File: config.mk
export PLATFORM = sky130hd
export DESIGN_NAME = spec_demux
export DESIGN_NICKNAME = d
export VERILOG_FILES = /design/src/rtl/spec_demux_pkg.sv /design/src/rtl/spec_guard_cnt.sv /design/src/rtl/spec_demux.sv
export SDC_FILE = /design/constraint.sdc
export NUM_CORES = 1
export LEC_CHECK = 0
export BUFFER_PORTS_ARGS = -buffer_cell sky130_fd_sc_hd__buf_2
export CORE_ASPECT_RATIO = 1.25
export CORE_MARGIN = 10
export CORE_UTILIZATION = 33
export DETAILED_ROUTE_END_ITERATION = 8
export SLEW_MARGIN = 15
export SYNTH_ARGS = -nofsm -noshare
export SYNTH_HDL_FRONTEND = slang
export SYNTH_SLANG_ARGS = --single-unit
export TNS_END_PERCENT = 50
File: constraint.sdc
create_clock -name clk -period 1.49 [get_ports clk]
set_clock_uncertainty 0.2 [all_clocks]
set_input_delay 0.2235 -clock clk [delete_from_list [all_inputs] [get_ports clk]]
set_output_delay 0.2235 -clock clk [all_outputs]
set_load 0.005 [all_outputs]
File: src/rtl/spec_demux_pkg.sv
// Shared encodings and widths for the glitch-free 1-to-2 demultiplexer.
package spec_demux_pkg;

    localparam logic [1:0] ST_ROUTE0 = 2'b00;
    localparam logic [1:0] ST_GUARD  = 2'b01;
    localparam logic [1:0] ST_ROUTE1 = 2'b10;

    localparam int GCNT_W = 4;

endpackage

File: src/rtl/spec_guard_cnt.sv
// Loadable down-counter timing the dead interval after a route change.
import spec_demux_pkg::*;

module spec_guard_cnt (
    input  logic              clk,
    input  logic              rst,
    input  logic              load,
    input  logic [GCNT_W-1:0] load_val,
    input  logic              dec,
    output logic              zero
);

    logic [GCNT_W-1:0] r_cnt;

    // Load has priority over decrement; a restart must win over a count step.
    always_ff @(posedge clk) begin
        if (rst) begin
            r_cnt <= '0;
        end else if (load) begin
            r_cnt <= load_val;
        end else if (dec && (r_cnt != '0)) begin
            r_cnt <= r_cnt - 1'b1;
        end
    end

    assign zero = (r_cnt == '0);

endmodule

File: src/rtl/spec_demux.sv
// Registered 1-to-2 demultiplexer with a guard interval on every route change.
//
// state      | meaning
// -----------+-------------------------------------------------------------
// ST_ROUTE0  | data steered to channel 0 while sel == 0
// ST_GUARD   | both channels idle, waiting for sel to settle on r_target
// ST_ROUTE1  | data steered to channel 1 while sel == 1
import spec_demux_pkg::*;

module spec_demux #(
    parameter int WIDTH = 1,
    parameter int GUARD = 1
) (
    input  logic             clk,
    input  logic             rst,
    input  logic [WIDTH-1:0] data_in,
    input  logic             data_valid,
    input  logic             sel,
    output logic [WIDTH-1:0] out0,
    output logic             out0_valid,
    output logic [WIDTH-1:0] out1,
    output logic             out1_valid,
    output logic             busy
);

    // GUARD == 0 never loads the counter, so its reload value is irrelevant there.
    localparam logic [GCNT_W-1:0] GUARD_RELOAD =
        (GUARD == 0) ? '0 : GCNT_W'(GUARD - 1);

    logic [1:0]       r_state;
    logic             r_target;
    logic [WIDTH-1:0] r_out0;
    logic [WIDTH-1:0] r_out1;
    logic             r_out0_valid;
    logic             r_out1_valid;

    logic [1:0]       w_next_state;
    logic             w_load;
    logic             w_dec;
    logic             w_zero;
    logic             w_in_route;
    logic             w_route_n;
    logic             w_mismatch;

    assign w_in_route = (r_state == ST_ROUTE0) || (r_state == ST_ROUTE1);
    assign w_route_n  = (r_state == ST_ROUTE1);
    assign w_mismatch = w_in_route && (sel != w_route_n);
    assign busy       = (r_state == ST_GUARD) || w_mismatch;

    spec_guard_cnt u_guard_cnt (
        .clk      (clk),
        .rst      (rst),
        .load     (w_load),
        .load_val (GUARD_RELOAD),
        .dec      (w_dec),
        .zero     (w_zero)
    );

    // Next-state and guard-counter control.
    always_comb begin
        w_next_state = r_state;
        w_load       = 1'b0;
        w_dec        = 1'b0;
        case (r_state)
            ST_ROUTE0, ST_ROUTE1: begin
                if (sel != w_route_n) begin
                    if (GUARD != 0) begin
                        w_next_state = ST_GUARD;
                        w_load       = 1'b1;
                    end else begin
                        w_next_state = sel ? ST_ROUTE1 : ST_ROUTE0;
                    end
                end
            end
            ST_GUARD: begin
                if (sel != r_target) begin
                    w_load = 1'b1;
                end else if (w_zero) begin
                    w_next_state = r_target ? ST_ROUTE1 : ST_ROUTE0;
                end else begin
                    w_dec = 1'b1;
                end
            end
            default: w_next_state = ST_ROUTE0;
        endcase
    end

    // State and pending-route registers; every guard (re)start captures sel.
    always_ff @(posedge clk) begin
        if (rst) begin
            r_state  <= ST_ROUTE0;
            r_target <= 1'b0;
        end else begin
            r_state <= w_next_state;
            if (w_load) begin
                r_target <= sel;
            end
        end
    end

    // Output registers: only the channel owning a stable route may update.
    always_ff @(posedge clk) begin
        if (rst) begin
            r_out0       <= '0;
            r_out1       <= '0;
            r_out0_valid <= 1'b0;
            r_out1_valid <= 1'b0;
        end else begin
            r_out0_valid <= 1'b0;
            r_out1_valid <= 1'b0;
            if ((r_state == ST_ROUTE0) && !sel && data_valid) begin
                r_out0       <= data_in;
                r_out0_valid <= 1'b1;
            end
            if ((r_state == ST_ROUTE1) && sel && data_valid) begin
                r_out1       <= data_in;
                r_out1_valid <= 1'b1;
            end
        end
    end

    assign out0       = r_out0;
    assign out0_valid = r_out0_valid;
    assign out1       = r_out1;
    assign out1_valid = r_out1_valid;

endmodule

[Word-level counts from Yosys, hierarchy flattened]
Index checks and enable logic that the tools add are counted.
Storage, ports and cells
  register bits: 11
  input bits: 5
  word-level logic and storage cells: 43
Operators by class
  $add $sub $neg: 1
  equality and inequality tests: 7
  mux-type cells: 13
  reduce and logical (&&, ||, !) cells: 15
Operator list (number)
  $mux W2: 4
  $mux W1: 7
  $logic_and A1 B1 Y1: 6
  $logic_not A4 Y1: 1
  $ne A2 B2 Y1 const B: 2
  $pmux W2 S2: 1
  $reduce_bool A4 Y1: 1
  $reduce_or A2 Y1: 2
  $sub A4 B1 Y4 const B: 1
  $reduce_and A3 Y1: 1
  $eq A2 B1 Y1 const B: 1
  $eq A2 B2 Y1 const B: 1
  $logic_not A2 Y1: 1
  $logic_or A1 B1 Y1: 2
  $ne A1 B1 Y1: 2
  $ne A2 B1 Y1 const B: 1
  $pmux W1 S2: 1
  $logic_not A1 Y1: 1

[Logic depth before layout (Yosys ltp)]
Gate-level depths: netlist of run 1.
  depth in word-level cells: 5
  depth in mapped cells: 5
  mapped depth without buffers: 5

[By module]
Synthesis of run 1 repeated with hierarchy kept, for this count alone.
Unflattened totals
  cell total of the unflattened synthesis: 64
  area total of the unflattened synthesis: 589.3 um2
By module, submodules not included
  spec_demux: instances 1, cells each 35, area each 326.6 um2
  spec_guard_cnt: instances 1, cells each 29, area each 262.8 um2

[Worst setup path after synthesis of run 1]
Ideal clock, no wire load.
  path kind: register to register
  start point: register r_state[1]
  end point: register u_guard_cnt.r_cnt[3]
  arrival: 1348 ps
  data required time: 1218 ps
  setup slack: -129 ps
  stages on the path, launching flop included: 6
  path buffers: 0
  path through: dfxtp_1 -> nor2b_1 -> ha_1 -> nor2b_1 -> a2111o_1 -> mux2i_1
On the way
  longest elaborated chain between the ends: 5
Ends and longest elaborated chain
  from (decl): RTL line spec_demux.sv:30  | logic [1:0] r_state;
  from (signal assigned): RTL line spec_demux.sv:94  | r_state <= w_next_state;
  $eq A2 B2 Y1: RTL line spec_demux.sv:46, spec_demux.sv:64
  $ne A1 B1 Y1: RTL line spec_demux.sv:66  | if (sel != w_route_n) begin
  $mux W1: RTL line spec_demux.sv:66
  $pmux W1 S2: RTL line spec_demux.sv:64  | case (r_state)
  $reduce_or A2 Y1 (no line)
  to (signal assigned): RTL line spec_guard_cnt.sv:20  | r_cnt <= load_val;
  to (signal assigned): RTL line spec_guard_cnt.sv:22  | r_cnt <= r_cnt - 1'b1;
  to (decl): RTL line spec_guard_cnt.sv:13  | logic [GCNT_W-1:0] r_cnt;
Several ways; a longest one is shown, not always the timed one.
A chain may end at the register's enable or synchronous reset.

[Final worst setup path of run 1]
  start point: register r_state[1]
  end point: output busy
On the way
  longest elaborated chain between the ends: 4
Ends and longest elaborated chain
  $eq A2 B2 Y1 / $logic_not A2 Y1 (equally long branches): RTL line spec_demux.sv:45, spec_demux.sv:46
  $ne A1 B1 Y1 / $logic_or A1 B1 Y1 (equally long branches): RTL line spec_demux.sv:47, spec_demux.sv:45
  $logic_and A1 B1 Y1: RTL line spec_demux.sv:47  | assign w_mismatch = w_in_route && (sel != w_route_n);
  $logic_or A1 B1 Y1 *: RTL line spec_demux.sv:48  | assign busy = (r_state == ST_GUARD) || w_mismatch;
  to (decl): RTL line spec_demux.sv:23  | output logic busy
Mark *: on every way between the ends. The rest lies on a longest branch, timed or not.

==> results of run 1 <==
## registers in the layout, indices dropped and copies added, names as in the netlist
name               flops
out1_valid             1
r_state                2
out0_valid             1
out0                   1
r_target               1
out1                   1
u_guard_cnt.r_cnt      4
## through the flow
step | worst slack [ps] | power (mW) | utilization (%) | area (sq um) | hold WS, ps
after floorplan | -17.0 | 0.373 | - | 586 | 161
after global routing | -194 | 0.659 | 50.9 | 806 | 17.0
after global placement | -51.2 | 0.414 | 45.1 | 713 | 244
final | -130 | 0.628 | 50.9 | 806 | 10.7
after detailed placement | -56.6 | 0.414 | 45.1 | 713 | 245
after CTS | -148 | 0.629 | 49.1 | 777 | 9.47
## where the power goes
part | leakage (nW) | internal (mW) | total (mW) | switching (mW)
logic | 0.230 | 0.0541 | 0.116 | 0.0614
clock network | 0.0150 | 0.104 | 0.205 | 0.102
registers | 0.0909 | 0.301 | 0.307 | 0.00607
## area by class of cell
class / count / share of cell area, %
clock buffer: 4 / 3.26
sequential: 11 / 28.1
multi-input combinational: 45 / 46.3
inverter: 4 / 1.86
timing repair buffer: 22 / 17.7
tap: 18 / 2.80
## timing repair
action                     CTS  global route
setup endpoints to repair    7             8
setup buffers                2             1
pin swaps                    5             1
gates resized for setup      6             7
## worst max-delay path: stages (launching register included)
cell,delay (ps)
dfxtp_2,330
nor2b_4,160
ha_4,220
nand2b_4,60
nand2_1,40
buf_2,120
## layout by cell type, fill, tap and decap left out, types with 2 or more instances in the layout
cell	instances
buf_4	13
buf_2	9
dfxtp_1	8
a21oi_1	5
nand4_1	4
nand2_1	3
clkbuf_4	3
inv_2	2
nor2b_4	2
nand2b_4	2
nor2b_1	2
inv_1	2
o31ai_1	2
nand3_1	2
mux2i_1	2
nor2_1	2
nor3_1	2
ha_4	2
dfxtp_2	2
## worst min path at each step
stage | startpoint | to | depth (start not counted)
global placement | out1$_SDFFE_PP0P_ | out1$_SDFFE_PP0P_ | 2
CTS | rst | r_state[0]$_SDFFE_PP0P_ | 2
finish | data_in | out0$_SDFFE_PP0P_ | 3
floorplan | data_valid | out1_valid$_SDFF_PP0_ | 2
global route | data_in | out0$_SDFFE_PP0P_ | 3
detailed placement | out1$_SDFFE_PP0P_ | out1$_SDFFE_PP0P_ | 2
## logic make-up (layout without fill, tap and decap cells)
logic type | count (synthesis) | count (layout) | synth area share, %
and+or+nand+nor | 24 | 24 | 25.1
AOI/OAI and AO/OA | 15 | 15 | 18.3
DFF | 11 | 11 | 39.8
buffers and inverters | 6 | 30 | 5.43
adders and majority gates | 2 | 2 | 4.52
xor gates and xnor gates | 2 | 2 | 3.17
muxes | 2 | 2 | 3.62
## per-layer routing
layer / up-vias / GRT usage [%] / part of all wire [%]
li1: 277 / - / -
met1: 258 / 8.41 / 40
met2: 12 / 12.1 / 48
met3: 5 / 3.65 / 8.3
met4: 0 / 6.02 / 2.6
met5: - / 0 / 0
==> results.json, run 1 <==
{
  "result_of_the_run": "complete, but fails checks",
  "failed_checks": "negative setup slack",
  "critical_path.startpoint_type": "flip-flop",
  "finalHoldViolations": 0,
  "worstMarginPinSlew_ps": 504,
  "netlist.top_cell.by_area": "dfxtp_1",
  "criticalPathCategory": "flip-flop to primary output",
  "clock_tree.htree_level_count": 1,
  "post_synth_net_total": 69,
  "setup_total_negative_slack_ps": -134,
  "worstRegToRegCells": 7,
  "drt_first_pass_iters": 3,
  "final_min_period_over_clock_period_pct": 109,
  "area.growth.synth_to_final_pct": 45.7,
  "die_area_sq_um": 3720,
  "grt_pass1_wl_um": 2390,
  "synth.cells.most_frequent": "dfxtp_1, a21oi_1, inv_1, nand4_1, nor2b_1",
  "post-synth-top-count-cell": "dfxtp_1",
  "crit_required_ps": 1070,
  "grt_pass1_vias": 538,
  "period_minus_slack_ps": 1620,
  "synth_edf_count": 0,
  "cp-endpoint": "busy",
  "fillers": 162,
  "worst_r2r_endpoint": "r_target$_SDFFE_PP0P_",
  "clkSlewWorstSetupHoldPaths_ps": 70,
  "sequential_cell_area_sq_um": 226,
  "fin_cells": 104,
  "routabilityCongestion": 0.753,
  "wl_per_cell_um": 13.3,
  "pwr_density_cell_nw_per_um2": 780,
  "count_of_hold_fix_buffers_inserted_at_cts": 0,
  "synth.area.top_cells": "dfxtp_1, a21oi_1, ha_1",
  "placement.io_buffers": 9,
  "crit_end_element": "primary output",
  "drive_gt1_share_pct": 47.7,
  "combined_area_of_the_multi_input_logic_cells_sq_um": 373,
  "cts.sinks": 11,
  "number_of_placement_rows": 16,
  "insertedDiodeCount": 0,
  "setup_repair_after_global_routing_missed_its_margin": "true",
  "timing_max_transition_violations_final": 0,
  "ctsLongestPathBuffers": 2,
  "setup.reg_to_reg.worst_slack_ps": 0,
  "number_of_antenna_violations_at_the_first_check_in_global_routing": 0,
  "synth_cell_type_count": 27,
  "hpwlAfterDp_um": 1020,
  "hp-class": "input port to flip-flop",
  "placed_cells": 97,
  "worst_ir_drop_vdd_v": 0.000420,
  "power.leakage_nw": 0.336,
  "critPathArrivalTime_ps": 1200,
  "drc": 0,
  "cts_tree": "done",
  "num_io_pins": 10,
  "initial_core_util_pct": 35.0,
  "routed-via-count": 552,
  "pin_count_of_the_biggest_net_entering_global_routing": 9,
  "drt_wl_total_um": 1390,
  "first_iter_violations": 3,
  "max-slew-margin-rel_pct": 66.1,
  "post_synthesis_instance_area_sq_um": 553,
  "grt_usage_pct": 7.95,
  "placeableCoreArea_sq_um": 1580,
  "yosysSeqAreaShare_pct": 39.8,
  "floorplan.die.height_um": 65.8,
  "cts.root.buffer_cell": "clkbuf_4",
  "postSynth.topFlopCell": "dfxtp_1",
  "maxClockFrequency_mhz": 617,
  "async_reset_ff_share_pct": 0,
  "maxCapViolations": 0,
  "setup_violations": 2,
  "yosys_register_bits": 11,
  "count_of_antenna_violating_nets_left_after_detailed_routing": 0,
  "yosysWarnings": 0,
  "share_of_the_synthesized_area_in_the_top_cell_type_pct": 39.8,
  "avgSynthCellArea_sq_um": 8.92,
  "synthesis.instances": 62,
  "tritoncts.num_buffers": 3,
  "grt-ovfl-total": 0,
  "timing.critical_path.fanout_max": 3,
  "worst_skew_pair.late_latency_ps": 270,
  "timing.critical_path.from": "r_state[1]$_SDFFE_PP0P_",
  "final_net_count": 94,
  "avgViaCountPerCell": 5.31,
  "worst_r2r_startpoint": "r_state[1]$_SDFFE_PP0P_",
  "setup_ws_ps": -130,
  "die_width_um": 56.6
}
(Power assumes the default switching activity.)
==> inputs of run 2 (changes only) <==
--- a/config.mk
+++ b/config.mk
@@ -14,4 +14,4 @@
 export SYNTH_ARGS = -nofsm -noshare
 export SYNTH_HDL_FRONTEND = slang
 export SYNTH_SLANG_ARGS = --single-unit
-export TNS_END_PERCENT = 50
+export TNS_END_PERCENT = 10
==> run 2 against run 1 <==
  * The flow still finishes with violations (negative setup slack)
  * Cell count unchanged
  * Wire length stayed put
  * Hold slack is the same
  * Critical path type unchanged
  * Critical endpoint unchanged
  * Largest cell class unchanged
==> results.json, run 2 (synthesized netlist as in run 1, its figures left out) <==
{
  "period_minus_slack_ps": 1620,
  "insertedDiodeCount": 0,
  "avgViaCountPerCell": 5.31,
  "fillers": 162,
  "timing.hold.worst_path_depth": 3,
  "critPathArrivalTime_ps": 1200,
  "layout.cells.most_common": "buf_4",
  "criticalPathCategory": "flip-flop to primary output",
  "largest_register_ffs": 4,
  "drt_wl_total_um": 1390,
  "tritoncts.num_buffers": 3,
  "wl_per_cell_um": 13.3,
  "crit_end_element": "primary output",
  "fin_cells": 104,
  "power.leakage_nw": 0.336,
  "crit_required_ps": 1070,
  "worst_r2r_startpoint": "r_state[1]$_SDFFE_PP0P_",
  "worstMarginPinSlew_ps": 504,
  "grt_pass1_wl_um": 2390,
  "grt_pass1_vias": 538,
  "timing.critical_path.fanout_max": 3,
  "floorplan.die.height_um": 65.8,
  "combined_area_of_the_multi_input_logic_cells_sq_um": 373,
  "worst_skew_pair.late_latency_ps": 270,
  "number_of_antenna_violations_at_the_first_check_in_global_routing": 0,
  "first_iter_violations": 3,
  "drt_first_pass_iters": 3,
  "hpwlAfterDp_um": 1020,
  "worstRegToRegCells": 7,
  "worst_ir_drop_vdd_v": 0.000420,
  "clkSlewWorstSetupHoldPaths_ps": 70,
  "setup_repair_after_global_routing_missed_its_margin": "true",
  "pwr_density_cell_nw_per_um2": 780,
  "result_of_the_run": "complete, but fails checks",
  "count_of_antenna_violating_nets_left_after_detailed_routing": 0,
  "reg_top3": "u_guard_cnt.r_cnt x4, r_state x2",
  "die_area_sq_um": 3720,
  "failed_checks": "negative setup slack",
  "drive_gt1_share_pct": 47.7,
  "cts.sinks": 11,
  "placeableCoreArea_sq_um": 1580,
  "max-slew-margin-rel_pct": 66.1,
  "routabilityCongestion": 0.753,
  "setup.reg_to_reg.worst_slack_ps": 0,
  "grt_usage_pct": 7.95,
  "area.growth.synth_to_final_pct": 45.7,
  "die_width_um": 56.6,
  "count_of_hold_fix_buffers_inserted_at_cts": 0,
  "initial_core_util_pct": 35.0,
  "clock_tree.htree_level_count": 1,
  "sequential_cell_area_sq_um": 226,
  "setup_total_negative_slack_ps": -134,
  "pin_count_of_the_biggest_net_entering_global_routing": 9,
  "setup_violations": 2,
  "cts.root.buffer_cell": "clkbuf_4",
  "placed_cells": 97,
  "min_delay_src": "data_in",
  "num_io_pins": 10,
  "worst_r2r_endpoint": "r_target$_SDFFE_PP0P_",
  "cts_tree": "done",
  "timing_max_transition_violations_final": 0,
  "power_mw": 0.628,
  "maxClockFrequency_mhz": 617,
  "final_cell_mix": "buf_4, buf_2, dfxtp_1",
  "setup_ws_ps": -130,
  "drc": 0,
  "placement.io_buffers": 9,
  "grt-ovfl-total": 0,
  "largest_register_by_flop_count": "u_guard_cnt.r_cnt",
  "dp_worst_setup_slack_ps": -56.6,
  "number_of_placement_rows": 16,
  "final_min_period_over_clock_period_pct": 109,
  "ctsLongestPathBuffers": 2,
  "maxCapViolations": 0,
  "min_delay_worst_endpoint": "out0$_SDFFE_PP0P_",
  "routed-via-count": 552,
  "hp-class": "input port to flip-flop",
  "finalHoldViolations": 0,
  "critical_path.startpoint_type": "flip-flop",
  "final_net_count": 94
}
[run 2: final cells by class]
type / count / share of cell area (%)
inverters: 4 / 1.86
well taps: 18 / 2.80
clock buffers: 4 / 3.26
flip-flops and latches: 11 / 28.1
multi-input cells: 45 / 46.3
repair buffers: 22 / 17.7
[run 2: how the worst max path moves through the flow]
stage | cells past startpoint | endpoint | start
after global routing | 5 | busy | r_state[1]$_SDFFE_PP0P_
after detailed placement | 5 | u_guard_cnt.r_cnt[3]$_SDFFE_PP0P_ | r_state[1]$_SDFFE_PP0P_
after CTS | 5 | busy | r_state[1]$_SDFFE_PP0P_
after floorplan | 5 | u_guard_cnt.r_cnt[3]$_SDFFE_PP0P_ | r_state[0]$_SDFFE_PP0P_
after global placement | 5 | u_guard_cnt.r_cnt[3]$_SDFFE_PP0P_ | r_state[1]$_SDFFE_PP0P_
final | 5 | busy | r_state[1]$_SDFFE_PP0P_
[run 2: where the power goes]
part / switching, mW / total (mW) / internal [mW] / leakage, nW
combinational: 0.0614 / 0.116 / 0.0541 / 0.230
sequential: 0.00607 / 0.307 / 0.301 / 0.0909
clock: 0.102 / 0.205 / 0.104 / 0.0150
total: 0.169 / 0.628 / 0.459 / 0.336
[run 2: routing by layer]
| layer | up-vias | part of all wire [%] | wire, um | GRT usage (%) |
|---|---|---|---|---|
| met5 | - | 0 | 0 | 0 |
| met4 | 0 | 2.6 | 36 | 6.02 |
| met3 | 5 | 8.3 | 115 | 3.65 |
| met2 | 12 | 48 | 673 | 12.1 |
| met1 | 258 | 40 | 562 | 8.41 |
| li1 | 277 | - | - | - |
[run 2: what timing repair did]
action,CTS,global route
setup endpoints to repair,7,8
pin swaps,5,1
setup buffers,2,1
resized for setup,6,7
[run 2: metrics by stage]
stage / area [sq um] / utilization (%) / hold WS, ps
final: 806 / 50.9 / 10.7
after global routing: 806 / 50.9 / 17.0
after CTS: 777 / 49.1 / 9.47
after global placement: 713 / 45.1 / 244
after floorplan: 586 / - / 161
after detailed placement: 713 / 45.1 / 245
[run 2: worst max-delay path, cell delays in order (launching register included)]
cell	delay, ps
dfxtp_2	330
nor2b_4	160
ha_4	220
nand2b_4	60
nand2_1	40
buf_2	120
